===== src/rtl/router_src_parser.sv =====
// Source-side packet parser for a 1xN router: decodes the header destination,
// steers bytes to one of N_DEST FIFO write ports and checks parity.
// Optional payload-length check is enabled by defining ROUTER_LEN_CHECK_EN.
//
// state   | meaning
// --------+---------------------------------------------------------------
// S_IDLE  | waiting for a header byte (pkt_valid=1)
// S_LOAD  | valid destination: payload and parity bytes written to target
// S_DROP  | invalid destination: bytes consumed, never written
// S_CHECK | one cycle: compute error, pulse pkt_done, return to S_IDLE
module router_src_parser #(
  parameter int DATA_W = 8,
  parameter int N_DEST = 3
) (
  input  logic              clk,
  input  logic              rst,
  input  logic [DATA_W-1:0] din,
  input  logic              pkt_valid,
  input  logic [N_DEST-1:0] fifo_full,
  output logic              busy,
  output logic              error,
  output logic [DATA_W-1:0] data_out,
  output logic [N_DEST-1:0] wr_en,
  output logic              pkt_done
);

  localparam int ADDR_W = $clog2(N_DEST);
  localparam int LEN_W  = DATA_W - ADDR_W;

  typedef enum logic [1:0] {S_IDLE, S_LOAD, S_DROP, S_CHECK} state_t;

  state_t             state_q, state_d;
  logic [DATA_W-1:0]  parity_q, parity_d;
  logic [ADDR_W-1:0]  target_q, target_d;
  logic               drop_q, drop_d;
  logic               error_q, error_d;
  logic               pkt_done_q, pkt_done_d;
`ifdef ROUTER_LEN_CHECK_EN
  logic [LEN_W-1:0]   count_q, count_d;
  logic [LEN_W-1:0]   len_q, len_d;
`endif

  logic [ADDR_W-1:0]  hdr_dest;
  logic               hdr_ok, hdr_full, tgt_full;
  logic               accept;
  logic               len_bad;

  assign hdr_dest = din[ADDR_W-1:0];
  assign data_out = din;
  assign error    = error_q;
  assign pkt_done = pkt_done_q;

  // Compare against every legal index so out-of-range destinations never index fifo_full.
  always_comb begin
    hdr_ok   = 1'b0;
    hdr_full = 1'b0;
    tgt_full = 1'b0;
    for (int i = 0; i < N_DEST; i++) begin
      if (hdr_dest == ADDR_W'(i)) begin
        hdr_ok   = 1'b1;
        hdr_full = fifo_full[i];
      end
      if (target_q == ADDR_W'(i)) tgt_full = fifo_full[i];
    end
  end

`ifdef ROUTER_LEN_CHECK_EN
  assign len_bad = (count_q != len_q);
`else
  assign len_bad = 1'b0;
`endif

  // State register
  always_ff @(posedge clk) begin
    if (rst) state_q <= S_IDLE;
    else     state_q <= state_d;
  end

  always_ff @(posedge clk) begin
    if (rst) begin
      parity_q   <= '0;
      target_q   <= '0;
      drop_q     <= 1'b0;
      error_q    <= 1'b0;
      pkt_done_q <= 1'b0;
`ifdef ROUTER_LEN_CHECK_EN
      count_q    <= '0;
      len_q      <= '0;
`endif
    end else begin
      parity_q   <= parity_d;
      target_q   <= target_d;
      drop_q     <= drop_d;
      error_q    <= error_d;
      pkt_done_q <= pkt_done_d;
`ifdef ROUTER_LEN_CHECK_EN
      count_q    <= count_d;
      len_q      <= len_d;
`endif
    end
  end

  // Next-state and datapath updates
  always_comb begin
    state_d    = state_q;
    parity_d   = parity_q;
    target_d   = target_q;
    drop_d     = drop_q;
    error_d    = error_q;
    pkt_done_d = 1'b0;
`ifdef ROUTER_LEN_CHECK_EN
    count_d    = count_q;
    len_d      = len_q;
`endif
    case (state_q)
      S_IDLE: begin
        if (accept) begin
          target_d = hdr_dest;
          drop_d   = !hdr_ok;
          parity_d = din;
          error_d  = 1'b0;
`ifdef ROUTER_LEN_CHECK_EN
          count_d  = '0;
          len_d    = din[DATA_W-1:ADDR_W];
`endif
          state_d  = hdr_ok ? S_LOAD : S_DROP;
        end
      end
      S_LOAD, S_DROP: begin
        if (accept) begin
          parity_d = parity_q ^ din;
          if (pkt_valid) begin
`ifdef ROUTER_LEN_CHECK_EN
            if (count_q != '1) count_d = count_q + LEN_W'(1);
`endif
          end else begin
            state_d = S_CHECK;
          end
        end
      end
      S_CHECK: begin
        error_d    = (parity_q != '0) || drop_q || len_bad;
        pkt_done_d = 1'b1;
        state_d    = S_IDLE;
      end
      default: state_d = S_IDLE;
    endcase
  end

  // Handshake and write strobes (zero latency from din)
  always_comb begin
    busy   = 1'b0;
    accept = 1'b0;
    wr_en  = '0;
    case (state_q)
      S_IDLE: begin
        busy   = pkt_valid && hdr_ok && hdr_full;
        accept = pkt_valid && !busy;
        if (accept && hdr_ok) wr_en[hdr_dest] = 1'b1;
      end
      S_LOAD: begin
        busy   = tgt_full;
        accept = !busy;
        if (accept) wr_en[target_q] = 1'b1;
      end
      S_DROP:  accept = 1'b1;
      S_CHECK: busy   = 1'b1;
      default: busy   = 1'b0;
    endcase
  end

endmodule


===== config.mk =====
export PLATFORM = sky130hd
export DESIGN_NAME = router_src_parser
export DESIGN_NICKNAME = d
export VERILOG_FILES = /design/src/rtl/router_src_parser.sv
export SDC_FILE = /design/constraint.sdc
export NUM_CORES = 1
export LEC_CHECK = 0
export BUFFER_PORTS_ARGS = -buffer_cell sky130_fd_sc_hd__buf_4
export CAP_MARGIN = 20
export CORE_MARGIN = 2
export CORE_UTILIZATION = 47
export CTS_BUF_LIST = sky130_fd_sc_hd__clkbuf_16
export DETAILED_ROUTE_END_ITERATION = 6
export GPL_TIMING_DRIVEN = 1
export PLACE_DENSITY = 0.75
export REMOVE_ABC_BUFFERS = 1
export SYNTH_ARGS = -nofsm -noshare
export SYNTH_HDL_FRONTEND = slang
export SYNTH_SLANG_ARGS = --single-unit

===== constraint.sdc =====
create_clock -name clk -period 1.57 [get_ports clk]
set_input_delay 0.0785 -clock clk [delete_from_list [all_inputs] [get_ports clk]]
set_output_delay 0.0785 -clock clk [all_outputs]
set_load 0.01 [all_outputs]

==> results.txt, run 1 <==
Final max-slew violation count: 0
Syn Area/Cell: 8.51 um^2
Core Rows: 17
CP max FO: 9
Initial DRT Pass Iterations: 4
Worst-Margin Slew: 0.325 ns
Gate count of the mapped netlist: 133
R2R setup slack: -0.12 ns
Crit Path Category: register to register
Relative slew margins: 78.3%
Final ANT Viol Nets: 0
Fillers: 158
First-pass GRT wire length: 4840 um
Hold buffers post-CTS: 0
Max Cap Viol: 0
Worst Hold Slack: 0.131 ns
Final WL: 2920 um
Via/cell ratio: 5.53
CTS max path bufs: 2
Total Power Consumption: 2.81 mW
Final setup viols: 14
Hold Crit Class: input port to register
Vias in the first global route: 1051
P&R area growth vs syn: 50.1%
Clock-pin slew on the worst setup and hold paths: 0.05 ns
Worst vdd ir: 1.56 mV
Inst Count DP: 187
N_diodes: 0
Register area: 307 um^2
Fin area: 0.00170 mm^2
CP startpoint kind: register
IO Port Bufs: 27
Clk root buf: clkbuf_16
Crit. End Element: register
Largest net degree at the start of global routing: 15
Part of the Yosys area used for sequential elements: 26.5%
Synth warn: 0
Failing checks: setup timing
Setup Skew: 0.00617 ns
Crit path required time: 1.74 ns
DR iter-0 viols: 32
Hold violation count in the final report: 0
Core Area: 0.00225 mm^2
Die Ht: 53.1 um
Multi-input logic area: 842 um^2
Starting Density: 50.2%
CTS tree: yes
Setup ws final: -0.120 ns
Die footprint: 0.00282 mm^2
Clock sink total: 15
Hpwl dp: 2020 um
Initial antenna violation count: 0
RD Place Congestion: 0.820
Leakage: 0.685 nW
CTS Buf Count: 3
RSZ-0062 raised after global routing: true
Yosys reg bits: 15
Worst slack, placed: -0.242 ns
GRT Total Usage: 23.8%
Global route overflow: 0
Clock Latency Late Sink: 0.25 ns
Synth unique cells: 32
DRC viols: 0
Final non-filler cell total: 196
WL/cell: 14.9 um
Layout Utilization: 75.4%
H-tree Lvls: 1
Power density cells: 1650 mW/mm^2
I/O pin count: 28
Die Span X: 53.1 um
Maximum clock rate: 592 MHz
Nets@finish: 188
Via count: 1084
Share of layout cells above drive strength 1: 50.6%
Tmin final: 1.69 ns
Synth Cell Area: 0.00113 mm^2
Outcome: finished with violations
Fin crit share: 108%
Fin Setup TNS: -1.25 ns
Arr. time, crit path: 1.86 ns
Placement Cell Area: 0.00138 mm^2
==> registers in the layout (all words and copies together) (netlist names) <==
signal,count
pkt_done,1
drop_q,1
parity_q,8
error,1
target_q,2
state_q,2
==> cell usage in the layout (no fill, tap or decap), types with 2 or more instances in the layout <==
| cell | count |
|---|---|
| buf_6 | 2 |
| nand2_1 | 2 |
| nor2_1 | 17 |
| mux2i_1 | 3 |
| a31oi_1 | 3 |
| dfxtp_1 | 12 |
| ha_2 | 2 |
| nor4_2 | 2 |
| dfxtp_2 | 2 |
| nand3b_1 | 2 |
| buf_4 | 41 |
| buf_16 | 2 |
| a21oi_4 | 4 |
| inv_1 | 2 |
| nor2b_1 | 3 |
| o211ai_2 | 2 |
| buf_12 | 2 |
| nand2_2 | 2 |
| a21oi_1 | 5 |
| a21oi_2 | 3 |
| o21ai_1 | 2 |
| o211ai_1 | 8 |
| ha_4 | 2 |
| clkbuf_16 | 3 |
| xor2_1 | 8 |
| inv_2 | 2 |
| nand3_1 | 9 |
| nand2b_1 | 3 |
==> per-layer routing <==
layer  share of wire (%)  wire length [um]  track usage, %  vias up
met2                  49              1420            39.0       25
met4                 2.0                59            8.55        0
li1                    -                 -               -      535
met5                   0                 0               0        -
met1                  46              1350            30.1      516
met3                 3.2                95            5.93        8
==> worst max-delay path, cell delays in order, from the launching register on <==
cell,delay (ns)
dfxtp_2,0.35
mux2_4,0.32
o221a_4,0.25
buf_12,0.15
a221oi_4,0.28
o21ai_1,0.11
a31oi_1,0.15
==> report_power, final <==
| group | switching [mW] | total, mW | internal [mW] |
|---|---|---|---|
| clock network | 0.154 | 0.491 | 0.337 |
| registers | 0.114 | 0.641 | 0.527 |
| logic | 0.793 | 1.67 | 0.880 |
| total | 1.06 | 2.81 | 1.74 |
==> synth_stat cells <==
cell,number,area share [%]
o211ai_2,2,2.2
nand3_1,9,4.0
a221oi_4,1,2.3
o211ai_1,8,5.3
ha_1,5,5.5
buf_2,1,0.44
inv_1,3,0.99
a21oi_1,11,4.9
buf_4,8,5.3
o21ai_0,3,1.3
nor4_1,3,1.7
a31oi_1,3,1.7
a21oi_4,1,1.4
nand2b_1,4,2.2
xor2_1,8,6.2
o2111ai_2,2,2.7
dfxtp_1,15,27
buf_1,3,0.99
clkbuf_1,1,0.33
o221a_1,1,0.99
and2b_4,1,0.88
mux2i_1,3,2.7
buf_6,3,3.0
nand2_1,5,1.7
o32a_2,1,0.99
nor2b_1,4,2.2
or2_2,1,0.55
nand3b_1,2,1.3
mux2i_4,1,2.0
nor2_1,18,6.0
and2_1,1,0.55
mux2_4,1,1.3
==> path summary, 6_finish.rpt <==
check | start | to | cells past startpoint
setup / recovery | target_q[1]$_SDFFE_PP0P_ | state_q[1]$_SDFFE_PP0P_ | 6
hold / removal | rst | parity_q[4]$_SDFFE_PP0P_ | 2
setup reg to reg | target_q[1]$_SDFFE_PP0P_ | state_q[1]$_SDFFE_PP0P_ | 6
hold reg to reg | drop_q$_SDFFE_PP0P_ | drop_q$_SDFFE_PP0P_ | 2
==> final cells by class <==
type | instances | area share [%]
flip-flops and latches | 15 | 18.0
well taps | 28 | 2.06
inverters | 3 | 0.663
clock buffers | 3 | 4.42
repair buffers | 47 | 25.0
clock inverters | 1 | 0.221
multi-input cells | 99 | 49.6
==> kinds of logic (layout without fill, tap and decap cells) <==
group,count (synthesis),count (layout),synth area share (%)
AO/OA/AOI/OAI,33,33,23.8
flip-flops,15,15,26.5
buffers and inverters,19,54,11.0
multiplexers,5,5,5.97
adder cells (fa/ha/maj),5,5,5.52
XOR/XNOR,8,8,6.19
AND/OR/NAND/NOR,48,48,21.0
==> what timing repair did <==
action                                  4_1_cts  5_1_grt
gates cloned                                  2        0
resized for setup                            31       10
endpoints found under the setup margin       17       17
pin swaps                                     9        7
buffers inserted                              3        0
(Power assumes the default switching activity.)
==> inputs of run 2 (changes only) <==
--- a/config.mk
+++ b/config.mk
@@ -12,7 +12,7 @@
 export CTS_BUF_LIST = sky130_fd_sc_hd__clkbuf_16
 export DETAILED_ROUTE_END_ITERATION = 6
 export GPL_TIMING_DRIVEN = 1
-export PLACE_DENSITY = 0.75
+export PLACE_DENSITY_LB_ADDON = 0.2
 export REMOVE_ABC_BUFFERS = 1
 export SYNTH_ARGS = -nofsm -noshare
 export SYNTH_HDL_FRONTEND = slang
==> run 2 against run 1 <==
The run still ends with setup timing left. Hold slack got worse by 0.0086 ns. Sequential power fell by 0.8%. Wire length fell by 0.72%. Critical path type unchanged. Critical endpoint is now parity_q[1]$_SDFFE_PP0P_. Largest power group unchanged.
==> results.txt, run 2 (synthesis results as in run 1) <==
Outcome: finished with violations
Failing checks: setup timing
DRC viols: 0 (unchanged)
CTS Buf Count: 3 (unchanged)
Die Span X: 53.1 um (unchanged)
Arr. time, crit path: 1.88 ns (+0.02 ns)
Total Power Consumption: 2.70 mW (-3.6%)
Worst slack, placed: -0.266 ns (-0.0247 ns)
Clock-pin slew on the worst setup and hold paths: 0.05 ns (about the same)
Crit path required time: 1.71 ns (-0.03 ns)
Hold buffers post-CTS: 0 (unchanged)
Nets@finish: 186 (-1.1%)
Setup ws final: -0.170 ns (-0.0506 ns)
Most frequent cells in the layout: 42 x buf_4, 17 x nor2_1, 12 x dfxtp_1
Tmin final: 1.74 ns (+0.0506 ns)
IO Port Bufs: 27 (unchanged)
Final setup viols: 16 (+2)
CP startpoint kind: register
WL/cell: 15.0 um (+0.31%)
Most common cell after layout, fill and taps aside: buf_4
Fin area: 0.00163 mm^2 (-4.2%)
Core Area: 0.00225 mm^2 (unchanged)
Die footprint: 0.00282 mm^2 (unchanged)
Vias in the first global route: 1042 (-0.86%)
Initial DRT Pass Iterations: 4 (unchanged)
Worst vdd ir: 1.58 mV (+1.2%)
Final max-slew violation count: 0 (unchanged)
CP max FO: 4 (-5)
Final WL: 2900 um (-0.72%)
Final ANT Viol Nets: 0 (unchanged)
Global route overflow: 0 (unchanged)
Starting Density: 50.2% (unchanged)
Leakage: 0.683 nW (-0.36%)
Core Rows: 17 (unchanged)
Clk root buf: clkbuf_16
Placement Cell Area: 0.00138 mm^2 (unchanged)
Relative slew margins: 77.8% (-0.49 points)
Die Ht: 53.1 um (unchanged)
Crit. End Element: register
Clock Latency Late Sink: 0.25 ns (about the same)
Fin Setup TNS: -1.61 ns (-0.361 ns)
Hpwl dp: 2010 um (-0.41%)
Max Cap Viol: 0 (unchanged)
Top flop regs: parity_q: 8 flops, state_q: 2 flops, target_q: 2 flops
Crit Path Category: register to register
Via/cell ratio: 5.54 (about the same)
Number of flip-flops in the largest register: 8 (unchanged)
P&R area growth vs syn: 43.8%
GRT Total Usage: 22.8% (-1.0 points)
Hold Crit Class: input port to register
Setup Skew: 0.00419 ns (-0.00197 ns)
Maximum clock rate: 575 MHz (-2.9%)
Worst-Margin Slew: 0.333 ns (+0.00730 ns)
CTS max path bufs: 2 (unchanged)
DR iter-0 viols: 23 (-28%)
First-pass GRT wire length: 4640 um (-4.1%)
Largest net degree at the start of global routing: 15 (unchanged)
Fin crit share: 111% (+3.2 points)
Share of layout cells above drive strength 1: 46.4% (-4.2 points)
Power density cells: 1660 mW/mm^2 (+0.61%)
CTS tree: yes
Top reg by flops: parity_q
Hold violation count in the final report: 0 (unchanged)
Clock sink total: 15 (unchanged)
N_diodes: 0 (unchanged)
H-tree Lvls: 1 (unchanged)
RSZ-0062 raised after global routing: true
I/O pin count: 28 (unchanged)
Via count: 1074 (-0.92%)
Initial antenna violation count: 0 (unchanged)
RD Place Congestion: 0.794 (-3.3%)
[run 2: changes by cell type in the layout (fill, tap and decap cells not counted), moves of 2 or more]
cell and change:
a21oi_1 +2, a21oi_4 -2, buf_16 -2, buf_6 -2
bufbuf_16 +2, ha_1 +2, ha_2 -2, nor4_1 +2
nor4_2 -2
[run 2: what timing repair did]
| item | in CTS | in global routing |
|---|---|---|
| gates cloned | 2 | 0 |
| pin swaps | 13 | 5 |
| resized for setup | 19 | 8 |
| buffers inserted | 0 | 1 |
| endpoints found under the setup margin | 17 | 17 |
[run 2: through the flow]
stage | std cells | utilization (%) | hold slack, ns
final | 194 | 72.2 | 0.123
after global routing | 194 | 72.2 | 0.132
after CTS | 193 | 70.7 | 0.118
after detailed placement | 187 | 61.3 | 0.345
after global placement | 187 | 61.3 | 0.345
after floorplan | 117 | - | 0.150
[run 2: worst paths after layout]
| path | from | endpoint | slack (ns) | cells past startpoint |
|---|---|---|---|---|
| max | target_q[1]$_SDFFE_PP0P_ | parity_q[1]$_SDFFE_PP0P_ | -0.17 | 6 |
| min | rst | parity_q[7]$_SDFFE_PP0P_ | 0.12 | 2 |
| max reg2reg | target_q[1]$_SDFFE_PP0P_ | parity_q[1]$_SDFFE_PP0P_ | -0.17 | 6 |
| min reg2reg | drop_q$_SDFFE_PP0P_ | drop_q$_SDFFE_PP0P_ | 0.50 | 2 |
[run 2: worst max-delay path: stages, from the launching register on]
cell,delay [ns]
dfxtp_4,0.36
mux2_4,0.31
o221a_4,0.25
bufbuf_16,0.27
o211ai_1,0.20
xor2_1,0.18
nor2_1,0.05
[run 2: routing by layer]
| metal | global-route usage [%] | wire length (um) | share of wire, % |
|---|---|---|---|
| met3 | 5.93 | 133 | 4.6 |
| met5 | 0 | 0 | 0 |
| met1 | 29.2 | 1330 | 46 |
| met4 | 8.12 | 17 | 0.59 |
| met2 | 36.7 | 1420 | 49 |
[run 2: layout make-up]
type	count	area (um^2)
tap	28	35.0
inverter	3	13.8
fill	172	627
clock inverter	1	5.00
sequential	15	309
multi-input combinational	99	790
clock buffer	3	75.1
timing repair buffer	45	400
[run 2: where the power goes]
part / switching [mW] / leakage [nW] / internal [mW] / total (mW)
Clock: 0.158 / 0.0409 / 0.340 / 0.498
Combinational: 0.728 / 0.517 / 0.842 / 1.57
Sequential: 0.106 / 0.124 / 0.530 / 0.636
